**config.mk**
```make
export PLATFORM = sky130hd
export DESIGN_NAME = alu_issue
export DESIGN_NICKNAME = d
export VERILOG_FILES = /design/src/rtl/alu_issue.sv
export SDC_FILE = /design/constraint.sdc
export NUM_CORES = 1
export LEC_CHECK = 0
export CAP_MARGIN = 25
export CELL_PAD_IN_SITES_DETAIL_PLACEMENT = 1
export CELL_PAD_IN_SITES_GLOBAL_PLACEMENT = 1
export CORE_MARGIN = 4
export CORE_UTILIZATION = 37
export DETAILED_ROUTE_END_ITERATION = 7
export PLACE_DENSITY = 0.89
export SETUP_SLACK_MARGIN = 0.05
export SYNTH_ARGS = -nofsm -noshare
export SYNTH_HDL_FRONTEND = slang
export SYNTH_SLANG_ARGS = --single-unit
export TNS_END_PERCENT = 5
```
**constraint.sdc**
```tcl
create_clock -name clk -period 4.9 [get_ports clk]
set_input_delay 0.735 -clock clk [delete_from_list [all_inputs] [get_ports clk]]
set_output_delay 0.735 -clock clk [all_outputs]
set_load 0.01 [all_outputs]
```
**src/rtl/alu_issue.sv**
```systemverilog
// alu_issue: sequences one request at a time through an external ALU
// (IDLE -> ISSUE -> CAPTURE -> RESP) and returns result/branch/error.
// Ports:
//   clk, rst_n                 clock, synchronous active-low reset
//   req_valid/ready/op/op1/op2 request handshake, opcode and operands
//   alu_ctrl/alu_a/alu_b       registered drive to the attached ALU
//   alu_result, alu_v/c/n/z    ALU result and flags, sampled in CAPTURE
//   rsp_valid/ready            response handshake
//   rsp_result/taken/err       architectural result, branch taken, bad op
//   ops_done                   wrapping count of completed responses
module alu_issue #(
   parameter int CNT_W = 16
) (
   input  logic             clk,
   input  logic             rst_n,
   input  logic             req_valid,
   output logic             req_ready,
   input  logic [3:0]       req_op,
   input  logic [31:0]      req_op1,
   input  logic [31:0]      req_op2,
   output logic [2:0]       alu_ctrl,
   output logic [31:0]      alu_a,
   output logic [31:0]      alu_b,
   input  logic [31:0]      alu_result,
   input  logic             alu_v,
   input  logic             alu_c,
   input  logic             alu_n,
   input  logic             alu_z,
   output logic             rsp_valid,
   input  logic             rsp_ready,
   output logic [31:0]      rsp_result,
   output logic             rsp_taken,
   output logic             rsp_err,
   output logic [CNT_W-1:0] ops_done
);

   typedef enum logic [1:0] {
      IDLE, ISSUE, CAPTURE, RESP
   } state_e;

   localparam logic [CNT_W-1:0] ONE = 1;

   state_e           state_q, state_d;
   logic [3:0]       op_q, op_d;
   logic [31:0]      op1_q, op1_d;
   logic [31:0]      op2_q, op2_d;
   logic [2:0]       ctrl_q, ctrl_d;
   logic [31:0]      a_q, a_d;
   logic [31:0]      b_q, b_d;
   logic [31:0]      res_q, res_d;
   logic             tkn_q, tkn_d;
   logic             err_q, err_d;
   logic [CNT_W-1:0] cnt_q, cnt_d;

   // The ALU subtracts as B-A, so compare/sub ops present swapped operands.
   // Result packs {ctrl, a, b}; illegal ops drive all zeros.
   function automatic logic [66:0] route(
      input logic [3:0]  op,
      input logic [31:0] x,
      input logic [31:0] y
   );
      logic [2:0] c;
      logic       sw;
      logic       ok;
      c  = 3'b000;
      sw = 1'b0;
      ok = 1'b1;
      unique case (op)
         4'd0: c = 3'b000;
         4'd1: begin c = 3'b001; sw = 1'b1; end
         4'd2: c = 3'b010;
         4'd3: c = 3'b011;
         4'd4: begin c = 3'b101; sw = 1'b1; end
         4'd5: begin c = 3'b001; sw = 1'b1; end
         4'd8, 4'd9, 4'd10,
         4'd11, 4'd12, 4'd13: begin
            c  = 3'b001;
            sw = 1'b1;
         end
         default: ok = 1'b0;
      endcase
      if (!ok)
         return 67'd0;
      else if (sw)
         return {c, y, x};
      else
         return {c, x, y};
   endfunction

   always_comb begin
      state_d = state_q;
      op_d    = op_q;
      op1_d   = op1_q;
      op2_d   = op2_q;
      ctrl_d  = 3'b000;
      a_d     = 32'd0;
      b_d     = 32'd0;
      res_d   = res_q;
      tkn_d   = tkn_q;
      err_d   = err_q;
      cnt_d   = cnt_q;
      unique case (state_q)
         IDLE: begin
            if (req_valid) begin
               state_d = ISSUE;
               op_d    = req_op;
               op1_d   = req_op1;
               op2_d   = req_op2;
               {ctrl_d, a_d, b_d} = route(req_op, req_op1, req_op2);
            end
         end
         ISSUE: begin
            state_d = CAPTURE;
            {ctrl_d, a_d, b_d} = route(op_q, op1_q, op2_q);
         end
         CAPTURE: begin
            state_d = RESP;
            res_d   = 32'd0;
            tkn_d   = 1'b0;
            err_d   = 1'b0;
            unique case (op_q)
               4'd0, 4'd1,
               4'd2, 4'd3: res_d = alu_result;
               4'd4:  res_d = {31'd0, alu_result[0]};
               4'd5:  res_d = {31'd0, ~alu_c};
               4'd8:  tkn_d = alu_z;
               4'd9:  tkn_d = ~alu_z;
               4'd10: tkn_d = alu_n ^ alu_v;
               4'd11: tkn_d = ~(alu_n ^ alu_v);
               4'd12: tkn_d = ~alu_c;
               4'd13: tkn_d = alu_c;
               default: err_d = 1'b1;
            endcase
         end
         RESP: begin
            if (rsp_ready) begin
               state_d = IDLE;
               res_d   = 32'd0;
               tkn_d   = 1'b0;
               err_d   = 1'b0;
               cnt_d   = cnt_q + ONE;
            end
         end
         default: state_d = IDLE;
      endcase
   end

   always_ff @(posedge clk) begin
      if (!rst_n) begin
         state_q <= IDLE;
         op_q    <= 4'd0;
         op1_q   <= 32'd0;
         op2_q   <= 32'd0;
         ctrl_q  <= 3'b000;
         a_q     <= 32'd0;
         b_q     <= 32'd0;
         res_q   <= 32'd0;
         tkn_q   <= 1'b0;
         err_q   <= 1'b0;
         cnt_q   <= '0;
      end else begin
         state_q <= state_d;
         op_q    <= op_d;
         op1_q   <= op1_d;
         op2_q   <= op2_d;
         ctrl_q  <= ctrl_d;
         a_q     <= a_d;
         b_q     <= b_d;
         res_q   <= res_d;
         tkn_q   <= tkn_d;
         err_q   <= err_d;
         cnt_q   <= cnt_d;
      end
   end

   assign req_ready  = (state_q == IDLE);
   assign rsp_valid  = (state_q == RESP);
   assign alu_ctrl   = ctrl_q;
   assign alu_a      = a_q;
   assign alu_b      = b_q;
   assign rsp_result = res_q;
   assign rsp_taken  = tkn_q;
   assign rsp_err    = err_q;
   assign ops_done   = cnt_q;

endmodule

```
==> results.yml <==
clocking:
  clock-root-buffer: "clkbuf_16"
  clk_pin_slew_ns: 0.07
  cts_setup_buffers: 0
  cts_tree: "built"
  numCtsBuffers: 17
  cts_resized: 0
  clock-sinks: 187
  clock_latency_ns: 0.43
  hold_buffers: 0
  htree_levels: 4
  clock_path_buffers: 2
worst_setup_path:
  crit_chain: "ha_1 > clkdlybuf4s50_1"
  critPathKind: "reg2out"
  arrival_ns: 1.82
  crit_slowest_cell: "clkdlybuf4s50_1"
  crit_required_ns: 4.16
  end_kind: "output port"
  cp_max_fo: 10
  critPathLaunchType: "flip-flop"
  cpPeakStageDelay_ns: 0.63
die:
  die_x_um: 150
  die-height_um: 150
  start_util_pct: 37.9
  rows: 51
  die-area_um2: 22400
  coreArea_um2: 19600
  io_pins: 227
logic_synthesis:
  yosysUniqueCellTypes: 47
  async_reset_ff_share_pct: 0
  ys_seq_area_share_pct: 50.4
  synth_seq_cells: 187
  synth-edff-count: 0
  synth_ff_type: "dfxtp_1"
  yosysWarnings: 0
  syn_nets: 957
  synthCells: 844
  synthesis.area_um2: 7420
  avgSynthCellArea_um2: 8.79
global_routing:
  grtUsageTotal_pct: 21.7
  grt_pass1_wl_um: 39500
  globalRoute.totalOverflow: 0
  antenna_found_initial: 0
  grt_pass1_vias: 7784
  grt_max_degree: 75
final_layout:
  antenna_cells: 0
  nFillCells: 2251
  drive_above_1_share_pct: 5.57
  area.sequential_um2: 3740
  num-nets-final: 1141
  multi_input_area_um2: 3340
  syn_to_final_growth_pct: 39.9
route:
  wl_met2_um: 12000
  wire_per_inst_um: 18.7
  wl_met1_um: 10000
  maxUsedRoutingLayer: "met4"
  num_vias: 7227
  drc: 0
  drt-total-wl_um: 24400
  dr.pass1.iters: 5
  ant_nets: 0
  avgViaCountPerCell: 5.53
  drt_iter0_drc: 407
  wl_met3_um: 1860
sta:
  hold_violations: 0
  fmax_mhz: 392
  slew_headroom_pct: 34.4
  period_minus_slack_ns: 2.55
  rsz0062_at_grt: "false"
  setup_tns_ns: 0
  whs_ns: 0.473
  finalClockSkew_ns: 0.0102
  setup_viol_count_final: 0
  slew_violations: 0
  min_period_over_period_pct: 52.1
  finalWorstSetupSlack_ns: 2.35
  tightest_slew_ns: 0.983
placement:
  place_ws_ns: 1.93
  dp.final_hpwl_um: 16400
  portBuffers: 226
  gp_congestion: 0.803
pwr:
  power.total_w: 0.00511
  p_leak_nw: 3.88
  p_per_area_nw_per_um2: 492
  peakVddDrop_v: 0.000260
flow_run:
  drv_cap: 0
hold_path:
  hold_class: "reg2reg"
run_status:
  status: "finished clean"
## flip-flops by register name, summed over array words and instances (netlist names)
signal	count
alu_a	32
alu_b	32
op1_q	32
op2_q	32
rsp_result	32
ops_done	16
op_q	4
alu_ctrl	3
state_q	2
rsp_err	1
rsp_taken	1
## worst paths after layout
kind	end	cells after the start	from	slack [ns]
max	rsp_valid	2	state_q[0]	2.35
min reg2reg	op2_q[22]	2	op2_q[22]	0.47
min	op2_q[22]	2	op2_q[22]	0.47
max reg2reg	alu_b[6]	7	state_q[1]	2.42
## cell type report
type / instances / area share [%]
tap: 265 / 3.19
clock inverter: 15 / 1.75
inverter: 6 / 0.229
multi-input combinational: 580 / 32.2
clock buffer: 17 / 4.10
timing repair buffer: 236 / 22.5
sequential: 187 / 36.1
## per-layer routing
metal | up-vias | global-route usage, %
li1 | 3414 | -
met1 | 3531 | 25.3
met2 | 246 | 37.9
met3 | 36 | 7.21
met4 | 0 | 6.64
met5 | - | 0
## cell usage in the layout (no fill, tap or decap), drive strengths merged, types with 10 or more instances in the layout
cell type / count
dfxtp: 187
a21oi: 79
inv: 12
clkbuf: 17
o221ai: 64
a22oi: 95
nand2: 213
clkdlybuf4s50: 226
xor2: 11
nor2: 49
buf: 10
## synth_stat cells (2+ instances only)
| master | count | area [µm²] |
|---|---|---|
| and4_1 | 3 | 26.3 |
| buf_4 | 7 | 52.6 |
| or4_1 | 4 | 30.0 |
| buf_2 | 9 | 45.0 |
| nor2_1 | 49 | 184 |
| a21oi_1 | 79 | 395 |
| a22oi_1 | 95 | 713 |
| and3_1 | 2 | 12.5 |
| nand2b_1 | 2 | 12.5 |
| nor3_1 | 4 | 20.0 |
| o311ai_0 | 2 | 17.5 |
| xor2_1 | 11 | 96.3 |
| nand2_4 | 2 | 22.5 |
| nand3_1 | 7 | 35.0 |
| a2bb2oi_1 | 2 | 17.5 |
| o31ai_1 | 3 | 22.5 |
| o21ai_2 | 2 | 17.5 |
| o41ai_1 | 2 | 17.5 |
| inv_1 | 5 | 18.8 |
| dfxtp_1 | 187 | 3740 |
| ha_1 | 5 | 62.6 |
| nor2b_1 | 3 | 18.8 |
| clkbuf_1 | 47 | 176 |
| nand2_1 | 211 | 792 |
| buf_6 | 7 | 78.8 |
| nand4_1 | 7 | 43.8 |
| o221ai_1 | 64 | 561 |
| and2_1 | 2 | 12.5 |
| o21ai_0 | 3 | 15.0 |
## per-stage QoR
stage / cells / instance area (µm²) / utilization, %
after floorplan: 844 / 7420 / -
after global placement: 1274 / 9770 / 49.9
after detailed placement: 1274 / 9770 / 49.9
after CTS: 1306 / 10400 / 53.0
after global routing: 1306 / 10400 / 53.0
final: 1306 / 10400 / 53.0
## critical path, delay by kind of cell (launching register included)
kind | cells | cell delay (ns)
fa+ha+maj | 1 | 0.38
buf+inv | 1 | 0.63
flops | 1 | 0.38
## kinds of logic after synthesis
logic type | share of synthesized area (%)
and+or+nand+nor | 17.3
AOI/OAI and AO/OA | 24.7
DFF | 50.4
buffers and inverters | 5.11
xor gates and xnor gates | 1.42
adders and majority gates | 0.843
muxes | 0.135
## where the power goes
part / leakage [nW] / total (W) / internal (W) / switching, W
registers: 1.52 / 0.00202 / 0.00183 / 0.000188
clock network: 0.301 / 0.00143 / 0.000775 / 0.000659
logic: 2.05 / 0.00166 / 0.000705 / 0.000957
total: 3.88 / 0.00511 / 0.00331 / 0.00180
(Power assumes the default switching activity.)
